$ cat config.mk
export PLATFORM = sky130hd
export DESIGN_NAME = ped_request_conditioner_flat
export DESIGN_NICKNAME = d
export VERILOG_FILES = /design/src/rtl/ped_pkg.sv /design/src/rtl/ped_request_conditioner_if.sv /design/src/rtl/ped_request_conditioner_debounce.sv /design/src/rtl/ped_request_conditioner.sv /design/src/flat_wrapper.sv
export SDC_FILE = /design/constraint.sdc
export NUM_CORES = 1
export LEC_CHECK = 0
export CAP_MARGIN = 10
export CORE_ASPECT_RATIO = 1.4
export CORE_MARGIN = 2
export CORE_UTILIZATION = 56
export DETAILED_ROUTE_END_ITERATION = 12
export GPL_TIMING_DRIVEN = 0
export PLACE_DENSITY = 0.72
export SYNTH_ARGS = -nofsm -noshare
export SYNTH_HDL_FRONTEND = slang
export SYNTH_SLANG_ARGS = --single-unit
$ cat constraint.sdc
create_clock -name clk -period 2.14 [get_ports clk]
set_input_delay 0.535 -clock clk [delete_from_list [all_inputs] [get_ports clk]]
set_output_delay 0.535 -clock clk [all_outputs]
set_load 0.03 [all_outputs]
$ cat src/rtl/ped_pkg.sv
// Shared types and defaults for the pedestrian request conditioner.
// Holds the FSM state encoding, default timing constants and a saturating-increment helper.
// No ports; imported by the conditioner top and the debouncer.
package ped_pkg;

    typedef enum logic [1:0] {
        IDLE    = 2'd0,
        REQ     = 2'd1,
        SERVE   = 2'd2,
        LOCKOUT = 2'd3
    } ped_state_t;

    localparam int DEBOUNCE_CYCLES_DEF = 4;
    localparam int LOCKOUT_CYCLES_DEF  = 8;

    // Eight-bit increment that sticks at 255 instead of wrapping.
    function automatic logic [7:0] sat_inc8(input logic [7:0] v);
        return (v == 8'hFF) ? v : v + 8'd1;
    endfunction

endpackage

$ cat src/rtl/ped_request_conditioner_if.sv
// Pedestrian panel bundle: raw button and walk acknowledge in, request and WAIT lamp out.
// slave = conditioner side, master = controller/panel side.
// press_count exists only when PED_PRESS_STATS_EN is defined.
interface ped_request_conditioner_if;
    logic btn_raw;
    logic ped_walk;
    logic ped_button;
    logic wait_lamp;
`ifdef PED_PRESS_STATS_EN
    logic [7:0] press_count;

    modport master (output btn_raw, output ped_walk,
                    input ped_button, input wait_lamp, input press_count);
    modport slave  (input btn_raw, input ped_walk,
                    output ped_button, output wait_lamp, output press_count);
`else
    modport master (output btn_raw, output ped_walk,
                    input ped_button, input wait_lamp);
    modport slave  (input btn_raw, input ped_walk,
                    output ped_button, output wait_lamp);
`endif
endinterface

$ cat src/rtl/ped_request_conditioner_debounce.sv
// Two-flop synchronizer plus counter debouncer; rise pulses once per accepted 0->1 of dout.
// Latency: dout/rise update DEBOUNCE_CYCLES+2 edges after din first sampled at a new level.
// No backpressure; free-running. Ports: clk, reset, din (async), dout (level), rise (1-cycle pulse).
module btn_debounce #(
    parameter int DEBOUNCE_CYCLES = 4
) (
    input  logic clk,
    input  logic reset,
    input  logic din,
    output logic dout,
    output logic rise
);

    localparam logic [7:0] CNT_LAST = 8'(DEBOUNCE_CYCLES - 1);

    logic       sync1;
    logic       sync2;
    logic [1:0] fill;
    logic       armed;
    logic       btn_db;
    logic [7:0] stab_cnt;

    // fill marks when sync2 carries a genuine sample after reset. armed is set
    // only once the synchronized input has been seen low, so a button held
    // through reset cannot produce a press until it is released and re-pressed.
    always_ff @(posedge clk) begin
        if (reset) begin
            sync1    <= 1'b0;
            sync2    <= 1'b0;
            fill     <= 2'b00;
            armed    <= 1'b0;
            btn_db   <= 1'b0;
            stab_cnt <= 8'd0;
            rise     <= 1'b0;
        end else begin
            sync1 <= din;
            sync2 <= sync1;
            fill  <= {fill[0], 1'b1};
            armed <= armed | (fill[1] & ~sync2);
            rise  <= 1'b0;
            if (sync2 != btn_db) begin
                if (stab_cnt == CNT_LAST) begin
                    btn_db   <= sync2;
                    stab_cnt <= 8'd0;
                    rise     <= sync2 & armed;
                end else begin
                    stab_cnt <= stab_cnt + 8'd1;
                end
            end else begin
                stab_cnt <= 8'd0;
            end
        end
    end

    assign dout = btn_db;

endmodule

$ cat src/rtl/ped_request_conditioner.sv
// Turns a bouncy pedestrian button into a single held request, cleared by the walk acknowledge.
// Latency: ped_button rises DEBOUNCE_CYCLES+3 edges after btn_raw is first sampled high (from IDLE).
// No backpressure; presses outside IDLE are dropped. Ports: clk, reset, bus (slave: btn_raw,
// ped_walk in; ped_button, wait_lamp out; press_count out when PED_PRESS_STATS_EN is defined).
module ped_request_conditioner
    import ped_pkg::*;
#(
    parameter int DEBOUNCE_CYCLES = DEBOUNCE_CYCLES_DEF,
    parameter int LOCKOUT_CYCLES  = LOCKOUT_CYCLES_DEF
) (
    input  logic                      clk,
    input  logic                      reset,
    ped_request_conditioner_if.slave  bus
);

    localparam logic [7:0] LOCK_LOAD = 8'(LOCKOUT_CYCLES - 1);

    ped_state_t state;
    ped_state_t state_nxt;
    logic [7:0] lock_cnt;
    logic [7:0] lock_nxt;
    logic       btn_db;
    logic       db_rise;
    logic       press;
    logic       accept;
    logic       ped_button_q;
    logic       wait_lamp_q;

    btn_debounce #(
        .DEBOUNCE_CYCLES (DEBOUNCE_CYCLES)
    ) u_debounce (
        .clk   (clk),
        .reset (reset),
        .din   (bus.btn_raw),
        .dout  (btn_db),
        .rise  (db_rise)
    );

    // rise is registered alongside the debounced level, so both are high together.
    assign press = db_rise & btn_db;

    // Lockout counter is only non-zero while in LOCKOUT; every other path loads 0.
    always_comb begin
        state_nxt = state;
        lock_nxt  = 8'd0;
        accept    = 1'b0;
        case (state)
            IDLE: begin
                if (press) begin
                    state_nxt = REQ;
                    accept    = 1'b1;
                end
            end
            REQ: begin
                if (bus.ped_walk) begin
                    state_nxt = SERVE;
                end
            end
            SERVE: begin
                if (!bus.ped_walk) begin
                    state_nxt = LOCKOUT;
                    lock_nxt  = LOCK_LOAD;
                end
            end
            LOCKOUT: begin
                if (lock_cnt == 8'd0) begin
                    state_nxt = IDLE;
                end else begin
                    lock_nxt = lock_cnt - 8'd1;
                end
            end
            default: begin
                state_nxt = IDLE;
            end
        endcase
    end

    // Outputs are flops loaded from the next state so they change on the same
    // edge as the state register and have no path from the inputs.
    always_ff @(posedge clk) begin
        if (reset) begin
            state        <= IDLE;
            lock_cnt     <= 8'd0;
            ped_button_q <= 1'b0;
            wait_lamp_q  <= 1'b0;
        end else begin
            state        <= state_nxt;
            lock_cnt     <= lock_nxt;
            ped_button_q <= (state_nxt == REQ);
            wait_lamp_q  <= (state_nxt == REQ);
        end
    end

    assign bus.ped_button = ped_button_q;
    assign bus.wait_lamp  = wait_lamp_q;

`ifdef PED_PRESS_STATS_EN
    logic [7:0] press_cnt;

    always_ff @(posedge clk) begin
        if (reset) begin
            press_cnt <= 8'd0;
        end else if (accept) begin
            press_cnt <= sat_inc8(press_cnt);
        end
    end

    assign bus.press_count = press_cnt;
`else
    // accept only feeds the optional press statistics.
    logic unused_accept;
    assign unused_accept = accept;
`endif

endmodule

$ cat src/flat_wrapper.sv
// flat-port wrapper written by rule: the top's interface ports become plain ports
module ped_request_conditioner_flat import ped_pkg::*;
#(
    parameter int DEBOUNCE_CYCLES = DEBOUNCE_CYCLES_DEF,
    parameter int LOCKOUT_CYCLES  = LOCKOUT_CYCLES_DEF
)
  (clk, reset, bus_btn_raw, bus_ped_walk, bus_ped_button, bus_wait_lamp);
  ped_request_conditioner_if bus_i ();
  input  logic clk;
  input  logic reset;
  input wire logic [$bits(bus_i.btn_raw)-1:0] bus_btn_raw;
  input wire logic [$bits(bus_i.ped_walk)-1:0] bus_ped_walk;
  output wire logic [$bits(bus_i.ped_button)-1:0] bus_ped_button;
  output wire logic [$bits(bus_i.wait_lamp)-1:0] bus_wait_lamp;
  assign bus_i.btn_raw = bus_btn_raw;
  assign bus_i.ped_walk = bus_ped_walk;
  assign bus_ped_button = bus_i.ped_button;
  assign bus_wait_lamp = bus_i.wait_lamp;
  ped_request_conditioner #(.DEBOUNCE_CYCLES(DEBOUNCE_CYCLES), .LOCKOUT_CYCLES(LOCKOUT_CYCLES)) u_core (.clk(clk), .reset(reset), .bus(bus_i));
endmodule
* After elaboration in Yosys (flattened, before gate mapping)
Cells that the tools add are included.
** Operators by class
- $add $sub $neg :: 2
- Equal/unequal tests :: 6
- Muxes and demuxes :: 9
- Bitwise operators :: 7
- Reductions and logical operators :: 5
** Operators with widths (number)
- $pmux W8 S2 :: 1
- $add A8 B1 Y8 const B :: 1
- $eq A8 B2 Y1 const B :: 1
- $logic_not A8 Y1 :: 1
- $mux W2 :: 4
- $mux W8 :: 1
- $pmux W2 S4 :: 1
- $sub A8 B1 Y8 const B :: 1
- $reduce_or A3 Y1 :: 2
- $eq A2 B1 Y1 const B :: 2
- $eq A2 B2 Y1 const B :: 2
- $and A1 B1 Y1 :: 3
- $mux W3 :: 1
- $not A1 Y1 :: 3
- $logic_not A2 Y1 :: 1
- $reduce_and A2 Y1 :: 1
- $mux W1 :: 1
- $ne A1 B1 Y1 :: 1
- $or A1 B1 Y1 :: 1
** Storage, ports and cells
- Register bits after elaboration :: 26
- Input port bits :: 4
- Output and inout bits :: 2
- Word-level logic and storage cells :: 40

* Longest topological paths before layout
- Word-level depth :: 4
- Depth in mapped cells :: 6
- Gate-level depth less buffers :: 5

* By module
A second synthesis with hierarchy kept.
** Second synthesis, totals
- Cells, all modules :: 114
- Area, all modules :: 1063.5 um^2
** By module, submodules not included
- btn_debounce :: instances 1, cells each 58, area an instance 553.0 um^2, sequential area each 300.3 um^2
- ped_request_conditioner :: instances 1, cells each 56, area an instance 510.5 um^2, sequential area each 220.2 um^2

* Least setup slack after synthesis
OpenSTA, ideal clock, no wires.
- Kind :: register to register
- From :: reg u_core.u_debounce.stab_cnt[0]
- To :: reg u_core.u_debounce.stab_cnt[2]
- Library setup time :: 131 ps
- Arrival :: 1619 ps
- Data required time :: 2009 ps
- Setup slack :: 390 ps
- Cell stages (with the launch flop) :: 5
- Buffers on the path :: 0
- Clock period less this slack :: 1750 ps
- Cell sequence :: dfxtp_1 > ha_1 > or4b_2 > o211ai_1 > nor2_1
** On the way
- Longest elaborated chain between the ends :: 2
- Elaborated cells between the ends (all ways) :: 3
- Classes of those cells :: 1 x add/sub; 1 x eq/ne; 1 x reduce/logical
** Ends and longest elaborated chain
- from (decl) :: line ped_request_conditioner_debounce.sv:21 : logic [7:0] stab_cnt;
- from (signal assigned) :: line ped_request_conditioner_debounce.sv:47 : stab_cnt <= stab_cnt + 8'd1;
- parallel branches: the longest is 2 deep, another holds $add A8 B1 Y8
Parallel ways; which one is timed is not known.
A chain may end at the register's enable or synchronous reset.

==> flow_metrics.env <==
export IMPL_max_stage_delay_ns=0.65
export IMPL_fin_skew_ns=0.00223
export IMPL_hold_depth=1
export IMPL_row_count=18
export IMPL_postPlaceCellArea_mm2=0.00116
export IMPL_arrival_ns=1.40
export IMPL_rsz0062_at_grt="no"
export IMPL_ir_worst_vdd_v=0.000478
export IMPL_drt_first_pass_iters=4
export IMPL_grt_total_usage_pct=19.4
export IMPL_cts_setup_buffers=0
export IMPL_viasPerCell=5.92
export IMPL_finalMaxSlewViolations=0
export IMPL_drc=0
export IMPL_required_ns=1.60
export IMPL_die_area_mm2=0.00232
export IMPL_outcome="finished clean"
export IMPL_cp_top_family="buffers and inverters"
export IMPL_synth_most_common_cell="dfxtp_1"
export IMPL_grt_max_degree=14
export IMPL_ys_top_cells_by_area="dfxtp_1 (48%), a21oi_1 (6.0%), ha_1 (3.4%)"
export IMPL_fill_cells=164
export IMPL_finalHoldViolations=0
export IMPL_yosys_warnings=0
export IMPL_ys_ff_latch=26
export IMPL_wl_per_cell_um=12.9
export IMPL_cts_htree_levels=1
export IMPL_worstMarginPinSlew_ns=0.461
export IMPL_synth_compound_area_share_pct=17.4
export IMPL_die_h_um=56.2
export IMPL_num_antenna_cells=0
export IMPL_hpwlAfterDp_um=1510
export IMPL_wirelength_um=1910
export IMPL_hold_buffers=0
export IMPL_fmax_mhz=516
export IMPL_yosysUniqueCellTypes=30
export IMPL_postLayoutCellArea_mm2=0.00118
export IMPL_drive_gt1_share_pct=5.47
export IMPL_synthesis_area_mm2=0.00109
export IMPL_antenna_found_initial=0
export IMPL_hp_class="reg2reg"
export IMPL_leakage_nw=0.420
export IMPL_port_buffers=4
export IMPL_synthAdderAreaFrac_pct=3.44
export IMPL_synth_ff_type="dfxtp_1"
export IMPL_cts_root_buffer="clkbuf_4"
export IMPL_min_period_over_period_pct=90.5
export IMPL_yosys_area_share_simple_pct=22.1
export IMPL_cts_tree="done"
export IMPL_cap_viol_max_count=0
export IMPL_finalSetupViolations=0
export IMPL_grt_pass1_vias=805
export IMPL_area_growth_pct=8.03
export IMPL_nets=137
export IMPL_synth_top_family_by_area="simple AND/OR/NAND/NOR gates"
export IMPL_r2r_cells=4
export IMPL_synthMuxAreaShare_pct=0
export IMPL_holdWs_ns=0.467
export IMPL_clock_latency_ns=0.30
export IMPL_first_iter_violations=6
export IMPL_synth_xor_area_share_pct=4.01
export IMPL_die_w_um=41.3
export IMPL_ant_nets=0
export IMPL_post_route_util_pct=65.4
export IMPL_cp_end_kind="output port"
export IMPL_r2r_slack_ns=0.21
export IMPL_path_class="reg2out"
export IMPL_gp_congestion=0.688
export IMPL_post_cts_resized=0
export IMPL_synth_edf_count=0
export IMPL_vias=876
export IMPL_cts_max_path_buffers=2
export IMPL_cpMaxStageDelayCell="clkdlybuf4s50_1"
export IMPL_avgSynthCellArea_um2=9.02
export IMPL_synth_common_cells="dfxtp_1 (26), a21oi_1 (13), nor2_1 (9)"
export IMPL_fin_crit_ns=1.94
export IMPL_r2r_end="u_core.u_debounce.stab_cnt[2]"
export IMPL_hold_end="u_core.u_debounce.sync2"
export IMPL_crit_path_max_fanout=2
export IMPL_ioPinCount=6
export IMPL_crit_path_start="u_core.bus.ped_button"
export IMPL_initial_utilization_pct=60.6
export IMPL_synthArstFlopShare_pct=0
export IMPL_path_clk_slew_ns=0.12
export IMPL_syn_inst=121
export IMPL_grt_pass1_wl_um=3150
export IMPL_hp_start="u_core.u_debounce.sync1"
export IMPL_cts_buffers=3
export IMPL_power_density_mw_per_mm2=593
export IMPL_syn_num_nets=128
export IMPL_cts_sinks=26
export IMPL_regToRegStartpoint="u_core.u_debounce.stab_cnt[0]"
export IMPL_startpoint_type="flop"
export IMPL_crit_chain="buf_4 -> clkdlybuf4s50_1"
export IMPL_worst_path_buf_inv=2
export IMPL_gr_total_overflow=0
export IMPL_setup_tns_final_ns=0
export IMPL_yosysSeqAreaShare_pct=47.7
export IMPL_synth_top_area_cell="dfxtp_1"
export IMPL_synth_top_area_share_pct=47.7
export IMPL_fp_coreArea_mm2=0.00180
export IMPL_max_slew_margin_pct=69.1
==> power breakdown <==
group / internal [mW] / total (mW) / leakage, nW / switching [mW]
logic: 0.00759 / 0.0162 / 0.196 / 0.00859
clock network: 0.0656 / 0.190 / 0.0138 / 0.125
registers: 0.490 / 0.493 / 0.211 / 0.00311
==> kinds of logic (layout without fill, tap and decap cells) <==
family                   count (synthesis)  count (layout)
XOR/XNOR                                 5               5
AO/OA/AOI/OAI                           31              31
flip-flops                              26              26
adder cells (fa/ha/maj)                  3               3
buffers and inverters                   14              21
AND/OR/NAND/NOR                         42              42
==> how the worst max path moves through the flow <==
stage / end / slack (ns) / cells past startpoint
2_1_floorplan: u_core.u_debounce.stab_cnt[2] / 0.39 / 4
3_3_place_gp: u_core.u_debounce.stab_cnt[2] / 0.19 / 4
3_5_place_dp: u_core.u_debounce.stab_cnt[6] / 0.18 / 4
4_1_cts: u_core.u_debounce.stab_cnt[2] / 0.16 / 4
5_1_grt: u_core.u_debounce.stab_cnt[1] / 0.006 / 4
6_report: bus_wait_lamp / 0.20 / 2
==> metrics by stage <==
step                total power, mW  setup WS, ns  cells
global placement              0.519         0.191    145
finish                        0.699         0.203    148
global route                  0.727       0.00604    148
CTS                           0.708         0.164    148
floorplan                     0.512         0.390    121
detailed placement            0.520         0.177    145
==> routing by layer <==
layer | global-route usage, % | vias up | routed length [µm]
met5 | 0 | - | 0
met4 | 8.29 | 0 | 20
met3 | 2.40 | 2 | 19
met2 | 35.5 | 2 | 1120
met1 | 19.5 | 417 | 749
li1 | - | 455 | -
==> sequential cells by signal (all words and copies together), names as in the netlist <==
name,flops
u_core.u_debounce.sync2,1
u_core.u_debounce.stab_cnt,8
u_core.bus.ped_button,1
u_core.u_debounce.rise,1
u_core.state,2
u_core.u_debounce.armed,1
u_core.u_debounce.dout,1
u_core.lock_cnt,8
u_core.u_debounce.fill,2
u_core.u_debounce.sync1,1
==> area by class of cell <==
type / instances / area (µm²) / share of cell area [%]
Clock buffer: 3 / 22.5 / 1.91
Inverter: 8 / 30.0 / 2.55
Timing Repair Buffer: 4 / 40.0 / 3.40
Sequential cell: 26 / 520 / 44.2
Buffer: 6 / 27.5 / 2.34
Tap cell: 20 / 25.0 / 2.12
Multi-Input combinational cell: 81 / 513 / 43.5
==> cells in the final DEF, fill, tap and decap left out, drive strengths merged, types with 3 or more instances in the layout <==
cell | netlist | layout
clkdlybuf4s50 | 0 | 4
or3 | 4 | 4
xor2 | 4 | 4
o21ai | 7 | 7
clkbuf | 5 | 8
nand2 | 5 | 5
o31ai | 3 | 3
dfxtp | 26 | 26
a21oi | 13 | 13
o2111ai | 3 | 3
inv | 8 | 8
ha | 3 | 3
or4b | 3 | 3
nor2b | 3 | 3
nand3 | 7 | 7
or4 | 4 | 4
nor2 | 9 | 9
Note: power is estimated with default switching activity, not from simulation.
